==> config.mk <==
export PLATFORM = sky130hd
export DESIGN_NAME = sync_fifo_prog
export DESIGN_NICKNAME = d
export VERILOG_FILES = /design/src/rtl/sync_fifo_prog.sv
export SDC_FILE = /design/constraint.sdc
export NUM_CORES = 1
export LEC_CHECK = 0
export BUFFER_PORTS_ARGS = -buffer_cell sky130_fd_sc_hd__buf_2
export CAP_MARGIN = 20
export CORE_MARGIN = 2
export CORE_UTILIZATION = 55
export DETAILED_ROUTE_END_ITERATION = 8
export GPL_ROUTABILITY_DRIVEN = 0
export PLACE_DENSITY = 0.74
export SLEW_MARGIN = 20
export SYNTH_ARGS = -nofsm -noshare
export SYNTH_HDL_FRONTEND = slang
export SYNTH_SLANG_ARGS = --single-unit
==> constraint.sdc <==
create_clock -name clk -period 5.9 [get_ports clk]
set_input_delay 1.18 -clock clk [delete_from_list [all_inputs] [get_ports clk]]
set_output_delay 1.18 -clock clk [all_outputs]
set_load 0.01 [all_outputs]
==> src/rtl/sync_fifo_prog.sv <==
// rtl/sync_fifo_prog.sv - single-clock FIFO with programmable thresholds and selectable read mode
// Flags decode from the count register only; overflow/underflow are registered one-cycle pulses.
module sync_fifo_prog #(
  parameter int DATA_WIDTH = 8,
  parameter int FIFO_SIZE  = 16,
  parameter int AF_LEVEL   = FIFO_SIZE - 4,
  parameter int AE_LEVEL   = 2,
  parameter int FWFT       = 0
) (
  input  logic                         clk,
  input  logic                         rst_n,
  input  logic                         flush,
  input  logic                         wr_en,
  input  logic [DATA_WIDTH-1:0]        wdata,
  input  logic                         rd_en,
  output logic [DATA_WIDTH-1:0]        rdata,
  output logic                         full,
  output logic                         empty,
  output logic                         almost_full,
  output logic                         almost_empty,
  output logic [$clog2(FIFO_SIZE):0]   count,
  output logic                         overflow,
  output logic                         underflow
);

  localparam int PTR_WIDTH = $clog2(FIFO_SIZE);
  localparam int CNT_WIDTH = PTR_WIDTH + 1;
  localparam logic [CNT_WIDTH-1:0] SIZE_CNT = CNT_WIDTH'(FIFO_SIZE);
  localparam logic [CNT_WIDTH-1:0] AF_CNT   = CNT_WIDTH'(AF_LEVEL);
  localparam logic [CNT_WIDTH-1:0] AE_CNT   = CNT_WIDTH'(AE_LEVEL);

  logic [DATA_WIDTH-1:0] mem [FIFO_SIZE];
  logic [PTR_WIDTH-1:0]  wr_ptr;
  logic [PTR_WIDTH-1:0]  rd_ptr;
  logic [CNT_WIDTH-1:0]  count_q;
  logic                  wr_acc;
  logic                  rd_acc;

  assign full         = (count_q == SIZE_CNT);
  assign empty        = (count_q == '0);
  assign almost_full  = (count_q >= AF_CNT);
  assign almost_empty = (count_q <= AE_CNT);
  assign count        = count_q;

  assign wr_acc = wr_en && !full  && !flush;
  assign rd_acc = rd_en && !empty && !flush;

  // Storage is not reset; pointers and count define which words are valid.
  always_ff @(posedge clk) begin
    if (wr_acc) begin
      mem[wr_ptr] <= wdata;
    end
  end

  always_ff @(posedge clk or negedge rst_n) begin
    if (!rst_n) begin
      wr_ptr    <= '0;
      rd_ptr    <= '0;
      count_q   <= '0;
      overflow  <= 1'b0;
      underflow <= 1'b0;
    end else if (flush) begin
      wr_ptr    <= '0;
      rd_ptr    <= '0;
      count_q   <= '0;
      overflow  <= 1'b0;
      underflow <= 1'b0;
    end else begin
      overflow  <= wr_en && full;
      underflow <= rd_en && empty;
      if (wr_acc) begin
        wr_ptr <= wr_ptr + PTR_WIDTH'(1);
      end
      if (rd_acc) begin
        rd_ptr <= rd_ptr + PTR_WIDTH'(1);
      end
      case ({wr_acc, rd_acc})
        2'b10:   count_q <= count_q + CNT_WIDTH'(1);
        2'b01:   count_q <= count_q - CNT_WIDTH'(1);
        default: count_q <= count_q;
      endcase
    end
  end

  generate
    if (FWFT != 0) begin : g_fwft
      assign rdata = empty ? '0 : mem[rd_ptr];
    end else begin : g_reg
      logic [DATA_WIDTH-1:0] rdata_q;
      always_ff @(posedge clk or negedge rst_n) begin
        if (!rst_n) begin
          rdata_q <= '0;
        end else if (flush) begin
          rdata_q <= '0;
        end else if (rd_acc) begin
          rdata_q <= mem[rd_ptr];
        end
      end
      assign rdata = rdata_q;
    end
  endgenerate

endmodule

# Yosys cells after proc, flatten, opt, wreduce, memory -nomap -nowiden

Memory sizes are Yosys's and may differ from the RTL's.
Cells that the tools add are included.

Register bits: 23
Memory bits (writable): 128
Input port bits: 13
Output and inout port bits: 19
Logic and storage cells: 41
Memories kept: 1

Memories:

| name | depth | bits a word | read ports | clocked after Yosys merged registers in | write ports | line | RTL |
|---|---|---|---|---|---|---|---|
| mem  | 16    | 8           | 1          | 0                                       | 1           | 32   | `logic [DATA_WIDTH-1:0] mem [FIFO_SIZE];` |

Add/sub/neg operators: 4
Order comparisons: 2
Eq/ne operators: 3
Multiplexer cells: 12
Reductions and logical operators: 13

Operators with widths:

| cell                                                                  | number |
|---|---|
| 4-bit two-way mux                                                     | 4 |
| 8-bit two-way mux                                                     | 2 |
| 5-bit one-hot mux with 2 select lines                                 | 1 |
| 4-bit by 1-bit adder with 4-bit output, second input constant         | 2 |
| 1-bit logical AND                                                     | 6 |
| 5-bit by 1-bit adder with 5-bit output, second input constant         | 1 |
| 5-bit == test, second input constant                                  | 1 |
| 5-bit by 4-bit >= comparator with 1-bit output, second input constant | 1 |
| 5-bit by 2-bit <= comparator with 1-bit output, second input constant | 1 |
| 5-bit zero test                                                       | 1 |
| 5-bit two-way mux                                                     | 1 |
| 5-bit by 1-bit subtractor with 5-bit output, second input constant    | 1 |
| 1-bit two-way mux                                                     | 4 |
| 2-bit nonzero test                                                    | 2 |
| 1-bit zero test                                                       | 3 |
| 3-bit nonzero test                                                    | 1 |
| 2-bit by 1-bit == test with 1-bit output, second input constant       | 1 |
| 2-bit == test, second input constant                                  | 1 |

# Depth between registers and ports, before layout

Gate-level depths: netlist (run 1).

Depth after elaboration: 7
Gate-level depth with buffers: 10
Mapped depth without buffers: 8

# Worst setup path after synthesis (run 1)

Ideal clock, no wire load.

Path kind: input -> register
Start point: in flush
End point: reg count_q[4], in the netlist count[4]
Setup time: 0.126 ns
Arrival time: 3.116 ns
Required time: 5.774 ns
Setup slack: 2.657 ns
Stages: 10
Buffers on the path: 2
Cells stage by stage: clkbuf_1 nor2b_1 o211a_1 buf_6 xor2_1 ha_1 a31oi_1 and3_1 mux2_4 a311o_1

Longest elaborated chain between the ends: 5
Elaborated cells on any way between the ends: 8
Those cells by class: eq/ne: 2; mux: 2; reduce/logical: 4

RTL lines:

| element                                                                   | line   | RTL |
|---|---|---|
| start: declaration                                                        | 12     | `input logic flush,` |
| 1-bit zero test                                                           | 45, 46 |  |
| 1-bit logical AND (on tied branches)                                      | 46, 45 |  |
| 2-bit by 1-bit == test with 1-bit output or 2-bit == test (tied branches) | 77     | `case ({wr_acc, rd_acc})` |
| 5-bit one-hot mux with 2 select lines                                     | 77     |  |
| 5-bit two-way mux                                                         | 62     | `end else if (flush) begin` |
| end signal: assignment                                                    | 78     | `2'b10: count_q <= count_q + CNT_WIDTH'(1);` |
| end signal: assignment                                                    | 79     | `2'b01: count_q <= count_q - CNT_WIDTH'(1);` |
| end signal: assignment                                                    | 80     | `default: count_q <= count_q;` |
| end: declaration                                                          | 35     | `logic [CNT_WIDTH-1:0] count_q;` |

Parallel ways exist; a longest one is shown, timed or not.
A chain may end at the register's enable or synchronous reset.

# Worst setup path in the final report (run 1)

Ends and elaborated chain as after synthesis.

==> impl_metrics.tcl, run 1 <==
set metrics [dict create \
    ys_ff_latch 151 \
    sw_frac_of_total 0.2598 \
    grtUsageTotal 0.2081 \
    antenna_found_initial 0 \
    switchingPower_uw 705.3 \
    p_comb_frac 0.162 \
    drtIter0Drc 294 \
    seq_area_frac_synth 0.7048 \
    final_util 0.6458 \
    dieArea_mm2 0.01227 \
    num_io_pins 32 \
    dr_total_vias 3285 \
    hold_buffers 0 \
    timing.slew.headroom 0.2880 \
    final_cells 543 \
    die_y_um 110.8 \
    post_cts_resized 0 \
    status "finished clean" \
    grt_pass1_vias 3326 \
    synth-edff-count 128 \
    layout_common_cells "128 x edfxtp_1, 43 x nor2_1, 32 x mux4_2" \
    core_mm2 0.01098 \
    synth-main-ff-cell "edfxtp_1" \
    die_w_um 110.8 \
    grt_max_degree 36 \
    cts.path.max_buffers 2 \
    hpwl_mm 7.404 \
    timing.fmax_mhz 317.9 \
    grt_first_pass_wirelength_mm 18.69 \
    power.internal_uw 2010 \
    overflow 0 \
    hold_violations 0 \
    min_period_ns 3.146 \
    final_common_cell "edfxtp_1" \
    tritoncts "done" \
    synth_cell_types 43 \
    fin_hold_ws_ns 0.4920 \
    drt_wl_total_mm 11.87 \
    antenna_left 0 \
    required_ns 6.20 \
    pwr-share-clk 0.369 \
    peakVddDrop_v 0.0002440 \
    yosysWarnings 0 \
    post_dp_cell_area_mm2 0.006534 \
    first_pass_iters 4 \
    hold_class "reg2reg" \
    crit_fanout 18 \
    worst_slew_pin_slew_ns 1.068 \
    dp_cells 511 \
    ys_async_sr_fraction 0.1523 \
    cts_setup_buffers 0 \
    start_kind "primary input" \
    crit_type "in2reg" \
    clkLatencyLatePin_ns 0.42 \
    finalCritPeriodShare 0.5331 \
    power.static_leakage_uw 0.002497 \
    worst_clock_skew_ns 0.007118 \
    drc 0 \
    fillers 733 \
    postSynthCellCount 359 \
    slew_viol_final 0 \
    rsz0062_at_grt "false" \
    clock_sinks 151 \
    synth_area_mm2 0.006270 \
    fin_nets 410 \
    cts-root-buf "clkbuf_16" \
    drive_above_1_share 0.2705 \
    rows 38 \
    seqPwrFrac 0.469 \
    worstPathArrival_ns 3.45 \
    syn_to_final_growth_pct 13.13 \
    vias_per_cell 6.050 \
    max_cap_violations 0 \
    fin_tns_setup_ns 0 \
    htreeDepth 4 \
    pwr_density_cell_mw_per_mm2 382.8 \
    initial_core_util 0.5709 \
    stdcell_area_mm2 0.007093 \
    numCtsBuffers 17 \
    crit_path_end_kind "flop" \
    io_buffers 31 \
    syn_avg_cell_area_um2 17.46 \
    detail_route.wl_per_cell_um 21.87 \
    diodes 0 \
    finalSetupViolations 0 \
    cts.clk_slew.worst_paths_ns 0.06 \
    synth_fp_nets 379 \
]
synthesized netlist by cell type (all sizes together) (2+ instances only):
| library cell | n | area, um2 |
|---|---|---|
| inv | 6 | 22.52 |
| xnor2 | 2 | 17.52 |
| clkbuf | 12 | 45.04 |
| nand2 | 14 | 52.55 |
| o21ai | 2 | 10.01 |
| ha | 7 | 87.58 |
| a21oi | 2 | 10.01 |
| and2 | 2 | 12.51 |
| nor2 | 43 | 161.4 |
| mux4 | 32 | 720.7 |
| dfrtp | 23 | 575.6 |
| xor2 | 6 | 52.55 |
| nor4 | 3 | 18.77 |
| o2111ai | 2 | 17.52 |
| nor3 | 5 | 25.02 |
| nand3 | 2 | 10.01 |
| o211ai | 7 | 62.56 |
| mux2 | 3 | 37.53 |
| a211o | 8 | 70.07 |
| edfxtp | 128 | 3844 |
| and3 | 5 | 31.28 |
| mux2i | 19 | 190.2 |
| nand2b | 3 | 18.77 |
| buf | 9 | 57.56 |
through the flow:
stage	setup WS (ns)	power (uW)
floorplan	2.657	1605
global placement	2.474	1725
detailed placement	2.369	1738
CTS	2.800	2737
global route	2.570	2834
finish	2.754	2715
worst max-delay path: stages:
cell and delay (ns):
buf_2 0.20, nor2b_1 0.37, o211a_1 0.36, xor2_1 0.19, ha_1 0.24, a31oi_1 0.12, and3_1 0.22, mux2_4 0.26
a311o_1 0.31
power groups by stage:
| stage | clock network (uW) | registers, uW | logic, uW |
|---|---|---|---|
| final | 1000 | 1270 | 440 |
| after detailed placement | 0 | 1300 | 442 |
| after global routing | 1070 | 1280 | 485 |
| after floorplan | 0 | 1290 | 320 |
| after CTS | 1020 | 1270 | 445 |
| after global placement | 0 | 1290 | 434 |
state kept, by name (all words and copies together), names as in the netlist:
signal     flops
mem          128
count          5
rd_ptr         4
rdata          8
underflow      1
overflow       1
wr_ptr         4
final timing paths:
check | start | to | slack (ns) | cells past startpoint
max | flush | count[4] | 2.75 | 9
min | rdata[0] | rdata[0] | 0.49 | 1
max reg2reg | count[1] | count[4] | 2.88 | 8
min reg2reg | rdata[0] | rdata[0] | 0.49 | 1
max in group asynchronous | rst_n | rd_ptr[1] | 4.75 | 1
min in group asynchronous | rst_n | underflow | 0.75 | 1
area by class of cell:
| cell class | instances | area, um2 | share of cell area |
|---|---|---|---|
| Timing Repair Buffer | 33 | 170.2 | 0.02399 |
| Clock inverter | 12 | 102.6 | 0.01446 |
| Sequential cell | 151 | 4420 | 0.6232 |
| Inverter | 6 | 22.52 | 0.003175 |
| Tap cell | 140 | 175.2 | 0.02470 |
| Clock buffer | 20 | 456.7 | 0.06439 |
| Multi-Input combinational cell | 181 | 1745 | 0.2461 |
metal layers:
layer | wire length (um) | global-route usage | vias to the layer above
li1 | - | - | 1475
met1 | 4933 | 0.2784 | 1687
met2 | 5903 | 0.3243 | 106
met3 | 781 | 0.05358 | 17
met4 | 256 | 0.09750 | 0
met5 | 0 | 0 | -
cell families after synthesis:
kind of cell / after synthesis / share of synthesized area
compound gates: 30 / 0.03912
xor+xnor: 8 / 0.01118
fa+ha+maj: 7 / 0.01397
buf+inv: 27 / 0.01996
flops: 151 / 0.7048
mux: 54 / 0.1513
simple gates: 82 / 0.05967
(Power assumes the default switching activity.)
==> run 2: changes to the inputs <==
--- a/config.mk
+++ b/config.mk
@@ -11,7 +11,7 @@
 export CORE_UTILIZATION = 55
 export DETAILED_ROUTE_END_ITERATION = 8
 export GPL_ROUTABILITY_DRIVEN = 0
-export PLACE_DENSITY = 0.74
+export PLACE_DENSITY = 0.77
 export SLEW_MARGIN = 20
 export SYNTH_ARGS = -nofsm -noshare
 export SYNTH_HDL_FRONTEND = slang
==> constraint.sdc (replaced) <==
create_clock -name clk -period 2.8 [get_ports clk]
set_input_delay 0.56 -clock clk [delete_from_list [all_inputs] [get_ports clk]]
set_output_delay 0.56 -clock clk [all_outputs]
set_load 0.01 [all_outputs]
==> run 2 against run 1 <==
  * Power is 120% higher
  * Highest routed layer unchanged
  * Global-route usage rose by 1.2 points
  * Combinational power grew 150%
==> impl_metrics.tcl, run 2 (same netlist as run 1, synthesis figures left out) <==
set metrics [dict create \
    status "finished clean" \
    largest_reg_flops 128 \
    timing.slew.headroom 0.5930 \
    timing.rr.start "count[1]" \
    vias_per_cell 6.054 \
    grt_max_degree 35 \
    cts-root-buf "clkbuf_16" \
    rr_worst_depth 8 \
    p_total_uw 5925 \
    overflow 0 \
    required_ns 3.10 \
    switchingPower_uw 1564 \
    numCtsBuffers 17 \
    p_comb_frac 0.183 \
    post_cts_resized 0 \
    cts.clk_slew.worst_paths_ns 0.06 \
    layout_common_cells "128 x edfxtp_1, 43 x nor2_1, 32 x mux4_2" \
    drive_above_1_share 0.3155 \
    crit_type "reg2reg" \
    fin_tns_setup_ns 0 \
    drtIter0Drc 348 \
    core_mm2 0.01098 \
    cp_num_buf_inv 0 \
    htreeDepth 4 \
    start_kind "flop" \
    fin_nets 438 \
    dieArea_mm2 0.01227 \
    r2r-end "count[4]" \
    fillers 717 \
    pwr_density_cell_mw_per_mm2 809.7 \
    cts.path.max_buffers 2 \
    dp_cells 539 \
    max_cap_violations 0 \
    initial_core_util 0.5709 \
    clock_sinks 151 \
    worstPathArrival_ns 2.96 \
    worst_slew_pin_slew_ns 0.6050 \
    largest_register "mem" \
    crit_fanout 5 \
    rsz0062_at_grt "false" \
    worst_clock_skew_ns 0.007709 \
    r2r_setup_slack_ns 0.14 \
    seqPwrFrac 0.445 \
    stdcell_area_mm2 0.007318 \
    post_dp_cell_area_mm2 0.006724 \
    tritoncts "done" \
    io_buffers 31 \
    finalCritPeriodShare 0.9492 \
    cp_cell_sequence "or4_4 > o211a_1 > xor2_1 > ha_2 > a31oi_1 > and3_1 > mux2_4 > a311o_1" \
    finalSetupViolations 0 \
    hpwl_mm 8.090 \
    diodes 0 \
    cts_setup_buffers 0 \
    power.internal_uw 4361 \
    final_common_cell "edfxtp_1" \
    num_io_pins 32 \
    peakVddDrop_v 0.0009066 \
    rows 38 \
    crit_path_end_kind "flop" \
    clkLatencyLatePin_ns 0.42 \
    hold_buffers 0 \
    first_pass_iters 5 \
    final_cells 571 \
    power.static_leakage_uw 0.002637 \
    pwr-share-clk 0.372 \
    cp-startpoint "count[1]" \
    hold_class "in2async" \
    detail_route.wl_per_cell_um 22.00 \
    cpMaxStageDelayCell "or4_4" \
    antenna_found_initial 0 \
    fin_hold_ws_ns 0.1159 \
    antenna_left 0 \
    grt_pass1_vias 3569 \
    sw_frac_of_total 0.2640 \
    drc 0 \
    hold_violations 0 \
    drt_wl_total_mm 12.56 \
    grtUsageTotal 0.2204 \
    timing.fmax_mhz 376.3 \
    slew_viol_final 0 \
    syn_to_final_growth_pct 16.72 \
    dr_total_vias 3457 \
    grt_first_pass_wirelength_mm 19.99 \
    crit_path_max_incr_delay_ns 0.55 \
    crit_family "simple AND/OR/NAND/NOR gates" \
    die_y_um 110.8 \
    min_period_ns 2.658 \
    die_w_um 110.8 \
]
## run 2: layout make-up
type                       count  area (um2)  area share
clock buffer                  18       429.2     0.05864
clock inverter                14       148.9     0.02035
inverter                       6       22.52    0.003077
multi-input combinational    181        1742      0.2380
sequential                   151        4420      0.6040
tap                          140       175.2     0.02394
timing repair buffer          61       380.4     0.05197
## run 2: power groups by stage
stage | Combinational [uW] | Sequential [uW] | Clock, uW
2_1_floorplan | 674 | 2710 | 0
3_3_place_gp | 1040 | 2670 | 0
3_5_place_dp | 1060 | 2680 | 0
4_1_cts | 1070 | 2640 | 2240
5_1_grt | 1180 | 2650 | 2340
6_report | 1080 | 2640 | 2200
## run 2: worst max-delay path by stage
| stage | to | depth (start not counted) |
|---|---|---|
| 2_1_floorplan | count[4] | 10 |
| 3_3_place_gp | count[4] | 8 |
| 3_5_place_dp | count[4] | 9 |
| 4_1_cts | count[4] | 8 |
| 5_1_grt | count[4] | 8 |
| 6_report | count[4] | 8 |
## run 2: metal layers
metal	routed length (um)	global-route usage	share of wire
met4	174	0.06250	0.014
met5	0	0	0
met1	5162	0.2943	0.41
met3	845	0.07053	0.067
met2	6377	0.3534	0.51
## run 2: per-stage QoR
| stage | worst slack, ns | utilization |
|---|---|---|
| after floorplan | 0.02783 | - |
| after global placement | 0.1847 | 0.6122 |
| after detailed placement | 0.07849 | 0.6122 |
| after CTS | 0.07535 | 0.6648 |
| after global routing | 0.01406 | 0.6663 |
| final | 0.1423 | 0.6663 |
==> run 3: changes to the inputs <==
--- a/config.mk
+++ b/config.mk
@@ -7,11 +7,15 @@
 export LEC_CHECK = 0
 export BUFFER_PORTS_ARGS = -buffer_cell sky130_fd_sc_hd__buf_2
 export CAP_MARGIN = 20
+export CELL_PAD_IN_SITES_DETAIL_PLACEMENT = 0
+export CELL_PAD_IN_SITES_GLOBAL_PLACEMENT = 1
 export CORE_MARGIN = 2
-export CORE_UTILIZATION = 55
+export CORE_UTILIZATION = 47
+export CTS_CLUSTER_SIZE = 12
 export DETAILED_ROUTE_END_ITERATION = 8
 export GPL_ROUTABILITY_DRIVEN = 0
-export PLACE_DENSITY = 0.77
+export PLACE_DENSITY = 0.76
+export RECOVER_POWER = 100
 export SLEW_MARGIN = 20
 export SYNTH_ARGS = -nofsm -noshare
 export SYNTH_HDL_FRONTEND = slang
==> run 3 against run 2 <==
  * Critical path depth did not move
  * Flip-flop and latch count did not move
  * Die area rose by 16%
  * Core utilization fell by 11 points
  * Critical path type unchanged
  * Power fell by 2.2%
==> impl_metrics.tcl, run 3 (same netlist as run 1, synthesis figures left out) <==
set metrics [dict create \
    drive_above_1_share 0.2106 \
    clkLatencyLatePin_ns 0.42 \
    numCtsBuffers 17 \
    start_kind "flop" \
    clock_sinks 151 \
    core_mm2 0.01314 \
    hold_violations 0 \
    grtUsageTotal 0.1947 \
    hold_class "in2async" \
    worstPathArrival_ns 3.02 \
    fin_nets 439 \
    tritoncts "done" \
    min_period_ns 2.729 \
    timing.rr.start "count[0]" \
    vias_per_cell 5.522 \
    worst_slew_pin_slew_ns 1.411 \
    crit_path_end_kind "flop" \
    die_w_um 119.5 \
    crit_type "reg2reg" \
    rsz0062_at_grt "false" \
    overflow 0 \
    grt_pass1_vias 3491 \
    grt_max_degree 35 \
    largest_register "mem" \
    finalCritPeriodShare 0.9748 \
    pwr_density_cell_mw_per_mm2 798.1 \
    antenna_found_initial 1 \
    slew_viol_final 0 \
    antenna_left 0 \
    syn_to_final_growth_pct 15.81 \
    die_y_um 119.5 \
    crit_fanout 6 \
    num_io_pins 32 \
    dieArea_mm2 0.01428 \
    fin_tns_setup_ns 0 \
    hpwl_mm 8.056 \
    peakVddDrop_v 0.0005145 \
    first_pass_iters 4 \
    max_cap_violations 0 \
    cts.clk_slew.worst_paths_ns 0.06 \
    initial_core_util 0.4772 \
    cts.path.max_buffers 2 \
    required_ns 3.09 \
    layout_common_cells "128 x edfxtp_1, 48 x clkbuf_1, 43 x nor2_1" \
    drtIter0Drc 183 \
    drc 0 \
    finalSetupViolations 0 \
    hold_buffers 0 \
    fillers 1093 \
    grt_first_pass_wirelength_mm 20.10 \
    status "finished clean" \
    fin_hold_ws_ns 0.4586 \
    timing.slew.headroom 0.05944 \
    largest_reg_flops 128 \
    drt_wl_total_mm 12.72 \
    timing.fmax_mhz 366.4 \
    cp-startpoint "count[0]" \
    final_common_cell "edfxtp_1" \
    detail_route.wl_per_cell_um 20.89 \
    rows 42 \
    dr_total_vias 3363 \
    io_buffers 31 \
    htreeDepth 4 \
    worst_clock_skew_ns 0.009261 \
    power.static_leakage_uw 0.002470 \
    cts-root-buf "clkbuf_16" \
]
-- run 3: cell count changes in the layout (fill, tap and decap cells not counted), moves of 3 or more --
cell,previous run,this run
inv_6,3,0
clkbuf_8,0,3
clkinvlp_4,4,0
clkbuf_1,1,48
buf_4,30,10
buf_2,31,7
-- run 3: metrics by stage --
stage	instances	setup WS [ns]	utilization	total power (uW)	area [um2]
detailed placement	576	0.02290	0.5158	3762	6777
global placement	576	0.1499	0.5158	3735	6777
floorplan	359	0.02783	-	3382	6270
finish	609	0.07057	0.5527	5794	7261
global route	609	0.01614	0.5527	6037	7261
CTS	608	0.003000	0.5580	5856	7331
-- run 3: final cells by class --
class                      instances  area (um2)  share of cell area
multi-input combinational        181        1760              0.2425
sequential                       151        4422              0.6090
clock inverter                     9       76.32             0.01051
timing repair buffer              62       279.0             0.03843
clock buffer                      23       478.0             0.06583
tap                              176       220.2             0.03033
antenna                            1       2.502           0.0003446
inverter                           6       22.52            0.003102
-- run 3: path summary, 6_finish.rpt --
| kind | end | slack, ns | depth (start not counted) |
|---|---|---|---|
| max in group asynchronous | rd_ptr[1] | 1.40 | 1 |
| max reg2reg | count[4] | 0.07 | 8 |
| min reg2reg | rdata[4] | 0.49 | 1 |
| max | count[4] | 0.07 | 8 |
| min | count[4] | 0.46 | 1 |
| min in group clk | rdata[4] | 0.49 | 1 |
-- run 3: worst max-delay path: stages (launching register included) --
cell     delay [ns]
dfrtp_2        0.45
or4_4          0.54
o211a_4        0.27
xor2_1         0.17
ha_2           0.25
a31oi_1        0.14
and3_1         0.21
mux2_4         0.26
a311o_1        0.31
-- run 3: layer usage --
layer | wire length, um | up-vias | share of wire | GRT usage
li1 | - | 1534 | - | -
met1 | 5481 | 1718 | 0.43 | 0.2623
met2 | 6286 | 89 | 0.49 | 0.3111
met3 | 658 | 22 | 0.052 | 0.04515
met4 | 297 | 0 | 0.023 | 0.07500
met5 | 0 | - | 0 | 0
-- run 3: power by group --
| part | internal, uW | total, uW | switching (uW) |
|---|---|---|---|
| registers | 2560 | 2660 | 104 |
| clock network | 1280 | 2100 | 818 |
| logic | 447 | 1030 | 584 |
| total | 4290 | 5790 | 1510 |
-- run 3: timing repair --
| action | in CTS | in global routing |
|---|---|---|
| setup endpoints to repair | 0 | 2 |
| gates resized for setup | 0 | 6 |
| setup buffers | 0 | 0 |
